File: config.mk
export PLATFORM = sky130hd
export DESIGN_NAME = prog_loader
export DESIGN_NICKNAME = d
export VERILOG_FILES = /design/src/rtl/prog_loader_pkg.sv /design/src/rtl/prog_loader.sv
export SDC_FILE = /design/constraint.sdc
export NUM_CORES = 1
export LEC_CHECK = 0
export BUFFER_PORTS_ARGS = -buffer_cell sky130_fd_sc_hd__clkbuf_2
export CAP_MARGIN = 30
export CORE_AREA = 4 4 91 93
export DETAILED_ROUTE_END_ITERATION = 16
export DIE_AREA = 0 0 95 97
export PLACE_DENSITY = 0.69
export RECOVER_POWER = 50
export SLEW_MARGIN = 25
export SYNTH_ARGS = -nofsm -noshare
export SYNTH_HDL_FRONTEND = slang
export SYNTH_SLANG_ARGS = --single-unit
File: constraint.sdc
create_clock -name clk -period 2.7 [get_ports clk]
set_clock_uncertainty 0.05 [all_clocks]
set_input_delay 0.27 -clock clk [delete_from_list [all_inputs] [get_ports clk]]
set_output_delay 0.27 -clock clk [all_outputs]
set_load 0.01 [all_outputs]
File: src/rtl/prog_loader_pkg.sv
// Shared definitions for the program loader: FSM state encoding,
// default frame sync byte and frame length field width.
package prog_loader_pkg;

    // Loader FSM states, in frame order
    typedef enum logic [2:0] {
        ST_IDLE   = 3'd0,
        ST_LEN_LO = 3'd1,
        ST_LEN_HI = 3'd2,
        ST_DATA   = 3'd3,
        ST_CSUM   = 3'd4,
        ST_START  = 3'd5,
        ST_ERR    = 3'd6
    } state_t;

    // Frame start marker
    localparam logic [7:0] SYNC_DEFAULT = 8'hA5;

    // Frame length field: 16-bit little-endian byte count
    localparam int LEN_W = 16;

endpackage

File: src/rtl/prog_loader.sv
// Program loader: parses framed host byte stream (SYNC, LEN_LO, LEN_HI,
// payload, CSUM), writes payload into program RAM from address 0 and,
// if the checksum matches, starts the CPU with a one-cycle run pulse.
module prog_loader
    import prog_loader_pkg::*;
#(
    parameter int         AW   = 16,
    parameter logic [7:0] SYNC = SYNC_DEFAULT
) (
    input  logic          clk,
    input  logic          rst,
    input  logic          in_valid,
    input  logic [7:0]    in_data,
    output logic          in_ready,
    input  logic          cpu_idle,
    output logic          ram_we,
    output logic [AW-1:0] ram_addr,
    output logic [7:0]    ram_d,
    output logic          run,
    output logic          busy,
    output logic          done,
    output logic          err
);

    localparam logic [AW-1:0]    ADDR_ONE = 1;
    localparam logic [LEN_W-1:0] LEN_ONE  = 1;

    state_t            state_q;
    // Holds the received length, then counts down the payload bytes
    // still expected while in ST_DATA.
    logic [LEN_W-1:0]  len_q;
    logic [AW-1:0]     addr_q;
    logic [7:0]        sum_q;
    logic              ram_we_q;
    logic [AW-1:0]     ram_addr_q;
    logic [7:0]        ram_d_q;
    logic              done_q;
    logic              err_q;

    logic              accept;
    logic [LEN_W-1:0]  len_full;

    // Handshake and decoded status; the loader only stalls the host in START
    always_comb begin
        in_ready = (state_q != ST_START);
        accept   = in_valid && in_ready;
        len_full = {in_data, len_q[7:0]};
        busy     = (state_q != ST_IDLE) && (state_q != ST_ERR);
        // run is decoded so it is high only while still in START, in the
        // first cycle the CPU reports idle; the FSM leaves START at that edge.
        run      = (state_q == ST_START) && cpu_idle;
    end

    // Frame FSM with counters, checksum accumulator and registered write port
    always_ff @(posedge clk) begin
        if (rst) begin
            state_q    <= ST_IDLE;
            len_q      <= '0;
            addr_q     <= '0;
            sum_q      <= '0;
            ram_we_q   <= 1'b0;
            ram_addr_q <= '0;
            ram_d_q    <= '0;
            done_q     <= 1'b0;
            err_q      <= 1'b0;
        end else begin
            ram_we_q <= 1'b0;
            case (state_q)
                ST_IDLE, ST_ERR: begin
                    // Only SYNC starts a frame; anything else is dropped
                    if (accept && (in_data == SYNC)) begin
                        state_q <= ST_LEN_LO;
                        done_q  <= 1'b0;
                        err_q   <= 1'b0;
                        addr_q  <= '0;
                        sum_q   <= '0;
                    end
                end
                ST_LEN_LO: begin
                    if (accept) begin
                        len_q[7:0] <= in_data;
                        state_q    <= ST_LEN_HI;
                    end
                end
                ST_LEN_HI: begin
                    if (accept) begin
                        len_q[15:8] <= in_data;
                        state_q     <= (len_full != '0) ? ST_DATA : ST_CSUM;
                    end
                end
                ST_DATA: begin
                    if (accept) begin
                        ram_we_q   <= 1'b1;
                        ram_addr_q <= addr_q;
                        ram_d_q    <= in_data;
                        addr_q     <= addr_q + ADDR_ONE;
                        sum_q      <= sum_q + in_data;
                        len_q      <= len_q - LEN_ONE;
                        if (len_q == LEN_ONE) begin
                            state_q <= ST_CSUM;
                        end
                    end
                end
                ST_CSUM: begin
                    if (accept) begin
                        if (in_data == sum_q) begin
                            state_q <= ST_START;
                        end else begin
                            state_q <= ST_ERR;
                            err_q   <= 1'b1;
                        end
                    end
                end
                ST_START: begin
                    if (cpu_idle) begin
                        done_q  <= 1'b1;
                        state_q <= ST_IDLE;
                    end
                end
                default: begin
                    state_q <= ST_IDLE;
                end
            endcase
        end
    end

    assign ram_we   = ram_we_q;
    assign ram_addr = ram_addr_q;
    assign ram_d    = ram_d_q;
    assign done     = done_q;
    assign err      = err_q;

endmodule

# Yosys cells after proc, flatten, opt, wreduce, memory -nomap -nowiden
# Index checks and enable logic that the tools add are counted.
[totals] register_bits=70 in_bits=12 out_inout_bits=30
[op_classes] addsub=3 n_eq_ne=19 muxes=27 n_bitwise=1 n_reduce_logical=21
[op_table] cell="$mux 16" count=3
[op_table] cell="$pmux 8 s2" count=3
[op_table] cell="$pmux 16 s2" count=1
[op_table] cell="$mux 3" count=8
[op_table] cell="$mux 8" count=3
[op_table] cell="$pmux 3 s6" count=1
[op_table] cell="$add 16x1->16 const B" count=1
[op_table] cell="$eq 16x1->1 const B" count=1
[op_table] cell="$ne 2x2->1 const B" count=8
[op_table] cell="$reduce_bool 16->1" count=1
[op_table] cell="$sub 16x1->16 const B" count=1
[op_table] cell="$reduce_and 3->1" count=4
[op_table] cell="$reduce_bool 2->1" count=5
[op_table] cell="$eq 3x3->1 const B" count=3
[op_table] cell="$add 8x8->8" count=1
[op_table] cell="$eq 8x8->1" count=1
[op_table] cell="$eq 8x8->1 const B" count=1
[op_table] cell="$reduce_and 7->1" count=1
[op_table] cell="$eq 3x2->1 const B" count=2
[op_table] cell="$ne 3x3->1 const B" count=2
[op_table] cell="$mux 1" count=5
[op_table] cell="$logic_and 1x1->1" count=4
[op_table] cell="$pmux 1 s2" count=2
[op_table] cell="$reduce_and 4->1" count=1
[op_table] cell="other kinds (7)" count=8

# Depth between registers and ports, before layout
# Gate-level depths: netlist of the first run.
[depth] ltp_word=5 depth_mapped=9 mapped_depth_nobuf=7

# Worst setup path before layout of the first run
# No wires, ideal clock.
[synth_path] kind="reg-to-reg" startpoint="register len_q[4]" endpoint="register state_q[1]" setup_ns=0.122 arrival_ns=1.860 required_time_ns=2.528 path_slack_ns=0.668 path_stages_with_launch=6 n_path_buf=0 period_less_slack_ns=2.032 path_cell_list="dfxtp_1 -> or4_4 -> nor3_4 -> a31oi_2 -> or3_1 -> o311a_1"
[synth_between] elab_chain_cells=4 word_cells_on_any_way=7 classes_between="eq/ne (2); mux (3); reduce/logical (2)"
[synth_lines] item="start, declared" line="prog_loader.sv:31" text="logic [LEN_W-1:0] len_q;"
[synth_lines] item="start signal, assigned" line="prog_loader.sv:81" text="len_q[7:0] <= in_data;"
[synth_lines] item="start signal, assigned" line="prog_loader.sv:98" text="len_q <= len_q - LEN_ONE;"
[synth_lines] item="$reduce_bool 16->1" line="prog_loader.sv:88" text="state_q <= (len_full != '0) ? ST_DATA : ST_CSUM;"
[synth_lines] item="$mux 3" line="prog_loader.sv:88"
[synth_lines] item="$mux 3" line="prog_loader.sv:86" text="if (accept) begin"
[synth_lines] item="$pmux 3 s6" line="prog_loader.sv:68" text="case (state_q)"
[synth_lines] item="end signal, assigned" line="prog_loader.sv:88"
[synth_lines] item="end, declared" line="prog_loader.sv:28" text="state_t state_q;"
# Several ways; a longest one is shown, not always the timed one. The select of a mux whose other input is x is not followed.
# A chain may end at the register's enable or synchronous reset.

# Worst setup path after layout of the first run
[layout_path] startpoint="register state_q[0]" endpoint="register state_q[1]"
[layout_between] elab_chain_cells=5 word_cells_on_any_way=20 classes_between="eq/ne (14); mux (1); reduce/logical (5)"
[layout_lines] item="$ne 3x3->1" line="prog_loader.sv:45" text="in_ready = (state_q != ST_START);"
[layout_lines] item="$logic_and 1x1->1" line="prog_loader.sv:46" text="accept = in_valid && in_ready;"
[layout_lines] item="$logic_and 1x1->1" line="prog_loader.sv:71" text="if (accept && (in_data == SYNC)) begin"
[layout_lines] item="$ne 2x2->1 (no line)"
[layout_lines] item="$reduce_and 7->1 (no line)"
# Several ways; a longest one is shown, not always the timed one.

==> flow_summary.ini, run 1 <==
[synth]
yosys_warnings = 0
async_flop_share_pct = 0
synth.ff_latch_count = 70
synth_edf_count = 0
synth_cells = 468
synth_top_area_share_pct = 38.3
yosysTopAreaCell = dfxtp_1
synth_flop_cell = dfxtp_1
synth_seq_area_share_pct = 38.3
synth.distinct_cells = 57
avgSynthCellArea_um2 = 7.82
syn_area_um2 = 3660
netlist_top_cells_area = dfxtp_1 (38%), nand2_1 (8.3%), a21oi_1 (8.2%)
syn-num-nets = 492

[critical_path]
worst_r2r_startpoint = state_q[0]
cp-start-kind = register
r2r_slack_ns = 0.37
required_ns = 2.88
ff2ff_path_depth = 6
crit_path_start = state_q[0]
critPathKind = reg -> reg
crit_arrival_ns = 2.51
cp-end-kind = register
cp_max_fo = 23
r2r_end = state_q[1]
cp-endpoint = state_q[1]

[global_route]
grt-ovfl-total = 0
grt_use_total_pct = 20.6
grt_pass1_wl_um = 15300
grt_pass1_vias = 3173
antenna_found_initial = 0
grt_max_degree = 34

[floorplan]
die_w_um = 95
die_h_um = 97
die-area_um2 = 9220
start_util_pct = 48.6
pin_count = 42
core_um2 = 7530
num_rows = 32

[power_and_ir_drop]
clockPowerShare_pct = 32.3
p_switching_mw = 0.906
ir_drop_mv = 0.309
p_leak_nw = 1.47
swShare_pct = 33.9
power_frac_comb_pct = 25.4
powerDensity_nw_per_um2 = 645
pwr-share-seq_pct = 42.3
intPower_mw = 1.77

[clocking]
post_cts_buffers = 0
cts_resized = 0
insertion_delay_ns = 0.35
cts.path.max_buffers = 2
ctsRootBufferMaster = clkbuf_8
htree_levels = 3
clkSinkCount = 70
clkTransAtPathRegs_ns = 0.07
cts_buffers = 9
cts_tree = built
cts_hold_buf = 0

[placed_design]
hpwlAfterDp_um = 6410
gp_congestion = 0.820
port_buffers = 41
dpl_cell_area_um2 = 3980

[drt]
dr_total_vias = 3579
routedWlPerCell_um = 15.2
drtAntennaViolNets = 0
dr.pass1.iters = 6
avgViaCountPerCell = 5.85
routed_wl_um = 9320
drt_iter0_markers = 384
route.detailed.drc = 0

[timing]
period_share_pct = 86.3
layout_min_cycle_time_ns = 2.33
slew_viol_final = 0
clock.fmax_mhz = 429
maxSlewHeadroom_pct = 45.6
rsz0062_at_grt = false
tightest_slew_ns = 0.817
setup_viol = 0
tns_ns = 0
finalHoldViolCount = 0

[finish]
num_antenna_cells = 0
syn_to_final_growth_pct = 13.3
nFillCells = 763
layout-drive-gt1-share_pct = 9.80
final_nets = 529
fin_area_um2 = 4150

[flow_run]
maxCapViolCount = 0

[worst_hold_path]
min-delay-path-class = in -> reg
hp-start = in_data[3]

[run_status]
status = finished, final reports clean
layout by cell type, fill, tap and decap left out, types with 6 or more instances in the layout:
| master | n |
|---|---|
| and3_1 | 6 |
| o22ai_1 | 6 |
| nor2_1 | 32 |
| a21oi_1 | 59 |
| ha_1 | 11 |
| clkbuf_1 | 30 |
| nand3_1 | 11 |
| o31ai_1 | 14 |
| inv_1 | 11 |
| dfxtp_1 | 70 |
| nor4_1 | 7 |
| nor3_1 | 7 |
| nand4_1 | 6 |
| clkbuf_8 | 9 |
| nand2_1 | 81 |
| buf_4 | 13 |
| or3_1 | 7 |
| or4_1 | 13 |
| a22oi_1 | 9 |
| o21ai_0 | 22 |
| clkbuf_2 | 14 |
power by group through the flow:
stage | logic [mW] | clock network, mW | registers [mW]
after floorplan | 0.497 | 0 | 1.14
after global placement | 0.666 | 0 | 1.15
after detailed placement | 0.670 | 0 | 1.15
after CTS | 0.675 | 0.875 | 1.13
after global routing | 0.753 | 0.927 | 1.14
final | 0.681 | 0.863 | 1.13
flip-flops by register name (all words and copies together), names as in the netlist:
signal	flops
err	1
ram_d	8
len_q	16
done	1
ram_we	1
ram_addr	16
addr_q	16
sum_q	8
state_q	3
cells in the mapped netlist, drive strengths merged (9+ instances only):
cell type / instances
a21oi: 60
a22oi: 9
clkbuf: 22
dfxtp: 70
ha: 11
inv: 11
nand2: 81
nand3: 11
nor2: 32
o21ai: 22
o31ai: 14
or4: 15
layout make-up:
cell class	count	area (um^2)	area share (%)
Inverter	11	41.3	0.995
Sequential cell	70	1400	33.8
Tap cell	102	128	3.08
Multi-Input combinational cell	357	2100	50.7
Clock inverter	6	71.3	1.72
Clock buffer	10	128	3.08
Timing Repair Buffer	56	277	6.67
metal layers:
| layer | wire (um) | vias to the layer above | GRT usage (%) |
|---|---|---|---|
| met3 | 533 | 15 | 3.73 |
| li1 | - | 1797 | - |
| met4 | 157 | 0 | 8.99 |
| met1 | 4590 | 1666 | 29.6 |
| met2 | 4040 | 101 | 29.9 |
| met5 | 0 | - | 0 |
worst max-delay path, cell delays in order (launching register included):
cell and delay, ns:
dfxtp_1 0.31, buf_4 0.20, nand3b_1 0.10, clkbuf_1 0.62, a31oi_2 0.15, or3_1 0.44, o311a_1 0.33
logic make-up (layout without fill, tap and decap cells):
logic type | after synthesis | after routing | share of synthesized area (%)
buffers and inverters | 41 | 83 | 4.61
AOI/OAI and AO/OA | 145 | 145 | 24.9
and+or+nand+nor | 196 | 196 | 26.9
muxes | 1 | 1 | 0.273
xor gates and xnor gates | 3 | 3 | 0.718
DFF | 70 | 70 | 38.3
adders and majority gates | 12 | 12 | 4.31
how the worst min path moves through the flow:
stage,to,slack (ns),cells past startpoint
global route,ram_d[0],0.20,3
finish,ram_d[3],0.17,3
floorplan,ram_d[0],0.36,2
CTS,ram_d[3],0.17,3
detailed placement,ram_addr[2],0.40,2
global placement,ram_addr[12],0.39,2
through the flow:
stage	utilization [%]	hold WS, ns	total power [mW]	worst slack, ns	cells
after CTS	55.6	0.166	2.68	0.489	612
final	55.1	0.170	2.67	0.370	612
after detailed placement	52.9	0.398	1.82	0.356	596
after global routing	55.1	0.200	2.82	0.247	612
after floorplan	-	0.356	1.64	0.668	468
after global placement	52.9	0.393	1.82	0.441	596
Power figures use the tool's default switching activity.
==> run 2, diff against run 1 <==
--- a/config.mk
+++ b/config.mk
@@ -7,10 +7,9 @@
 export LEC_CHECK = 0
 export BUFFER_PORTS_ARGS = -buffer_cell sky130_fd_sc_hd__clkbuf_2
 export CAP_MARGIN = 30
-export CORE_AREA = 4 4 91 93
+export CORE_AREA = 4 4 96 98
 export DETAILED_ROUTE_END_ITERATION = 16
-export DIE_AREA = 0 0 95 97
-export PLACE_DENSITY = 0.69
+export DIE_AREA = 0 0 100 102
 export RECOVER_POWER = 50
 export SLEW_MARGIN = 25
 export SYNTH_ARGS = -nofsm -noshare
==> run 2 against run 1 <==
Effect of this change:
- total power increased by 3.6%
- non-clock buffer count is 1 higher
- utilization shrank 5.7 points
- critical path depth down 1
- sequential cell count unchanged
- sequential power hardly changed
- clock power up 12%
- highest routed layer unchanged
- maximum frequency is 7.1% higher
- critical path type unchanged
- wire length increased by 3.2%
- first-iteration DRC count fell by 57%
- die area up 11%
==> flow_summary.ini, run 2 (synthesis results as in run 1) <==
[flow_run]
maxCapViolCount = 0

[timing]
period_share_pct = 80.6
finalHoldViolCount = 0
clock.fmax_mhz = 460
setup_viol = 0
rsz0062_at_grt = false
tns_ns = 0
slew_viol_final = 0
layout_min_cycle_time_ns = 2.18
tightest_slew_ns = 0.694
maxSlewHeadroom_pct = 53.7

[finish]
nFillCells = 859
final_nets = 530
fin_cells = 619
final_cell_mix = nand2_1 (81), dfxtp_1 (70), a21oi_1 (59)
layout_commonest_cell = nand2_1
num_antenna_cells = 0
syn_to_final_growth_pct = 14.3
layout-drive-gt1-share_pct = 10.2

[clocking]
htree_levels = 3
clkSinkCount = 70
clkTransAtPathRegs_ns = 0.08
cts_resized = 0
cts_buffers = 9
insertion_delay_ns = 0.36
cts.path.max_buffers = 2
ctsRootBufferMaster = clkbuf_8
cts_hold_buf = 0
post_cts_buffers = 0
cts_tree = built

[critical_path]
critPathKind = reg -> reg
cp-start-kind = register
cp-end-kind = register
r2r_end = state_q[1]
r2r_slack_ns = 0.52
ff2ff_path_depth = 5
cp-endpoint = state_q[1]
crit_arrival_ns = 2.37
worst_r2r_startpoint = len_q[4]
cp_max_fo = 6
crit_path_start = len_q[4]
required_ns = 2.89

[floorplan]
die-area_um2 = 10200
num_rows = 34
die_h_um = 102
pin_count = 42
start_util_pct = 43.2
die_w_um = 100
core_um2 = 8470

[power_and_ir_drop]
p_leak_nw = 1.50
p_total_mw = 2.77
ir_drop_mv = 0.335
powerDensity_nw_per_um2 = 662

[global_route]
grtUsageMet1_pct = 24.9
grt_max_degree = 36
antenna_found_initial = 0
top_usage_layer = met2
grt_pass1_vias = 3249
use_met2_pct = 32.0
grt_pass1_wl_um = 15700
grt-ovfl-total = 0
grt_use_total_pct = 19.1
groute.layer.met3.usage_pct = 3.00

[placed_design]
dp.cells = 602
port_buffers = 41
gp_congestion = 0.868
hpwlAfterDp_um = 6610

[drt]
route.detailed.drc = 0
routed_wl_um = 9620
dr.pass1.iters = 5
avgViaCountPerCell = 5.77
drtAntennaViolNets = 0
dr_total_vias = 3569
routedWlPerCell_um = 15.5
drt_iter0_markers = 165

[worst_hold_path]
min-delay-path-class = in -> reg

[run_status]
status = finished, final reports clean
==> run 2: cell count changes in the layout (fill, tap and decap cells not counted), sizes merged <==
| cell | previous run | this run |
|---|---|---|
| clkbuf | 53 | 54 |
| buf | 13 | 14 |
| clkinvlp | 2 | 0 |
| inv | 12 | 11 |
| bufinv | 1 | 2 |
| clkinv | 2 | 3 |
==> run 2: report_power, final <==
part	internal, mW	switching [mW]	total [mW]
Combinational	0.248	0.417	0.665
Clock	0.547	0.421	0.968
Sequential	1.08	0.0576	1.14
==> run 2: worst min path at each step <==
stage	slack [ns]	to	from	cells past startpoint
after detailed placement	0.40	ram_addr[14]	ram_addr[14]	2
after global placement	0.39	ram_addr[5]	ram_addr[5]	2
after CTS	0.16	ram_d[3]	in_data[3]	3
after global routing	0.17	ram_d[3]	in_data[3]	3
final	0.15	ram_d[3]	in_data[3]	3
after floorplan	0.36	ram_d[0]	in_data[0]	2
==> run 2: area by class of cell <==
type | instances | area, um^2 | share of cell area (%)
Multi-Input combinational cell | 357 | 2090 | 50.0
Clock buffer | 11 | 141 | 3.38
Sequential cell | 70 | 1400 | 33.5
Clock inverter | 5 | 82.6 | 1.97
Inverter | 11 | 41.3 | 0.987
Tap cell | 108 | 135 | 3.23
Timing Repair Buffer | 57 | 289 | 6.91
==> run 2: per-stage QoR <==
step / hold slack, ns / setup slack, ns / util (%) / area [um^2]
global placement: 0.393 / 0.384 / 47.1 / 3990
CTS: 0.159 / 0.413 / 49.8 / 4210
global route: 0.167 / 0.327 / 49.4 / 4190
floorplan: 0.356 / 0.668 / - / 3660
finish: 0.153 / 0.525 / 49.4 / 4190
detailed placement: 0.396 / 0.339 / 47.1 / 3990
==> run 2: critical path, stage by stage, from the launching register on <==
cell and delay (ns):
dfxtp_1 0.36, or4_4 0.55, nor3_4 0.19, a31oi_2 0.17, or3_1 0.42, o311a_1 0.33
==> run 2: per-layer routing <==
metal | up-vias | wire, um
met4 | 0 | 112
met1 | 1686 | 4560
met2 | 76 | 4530
li1 | 1797 | -
met5 | - | 0
met3 | 10 | 412
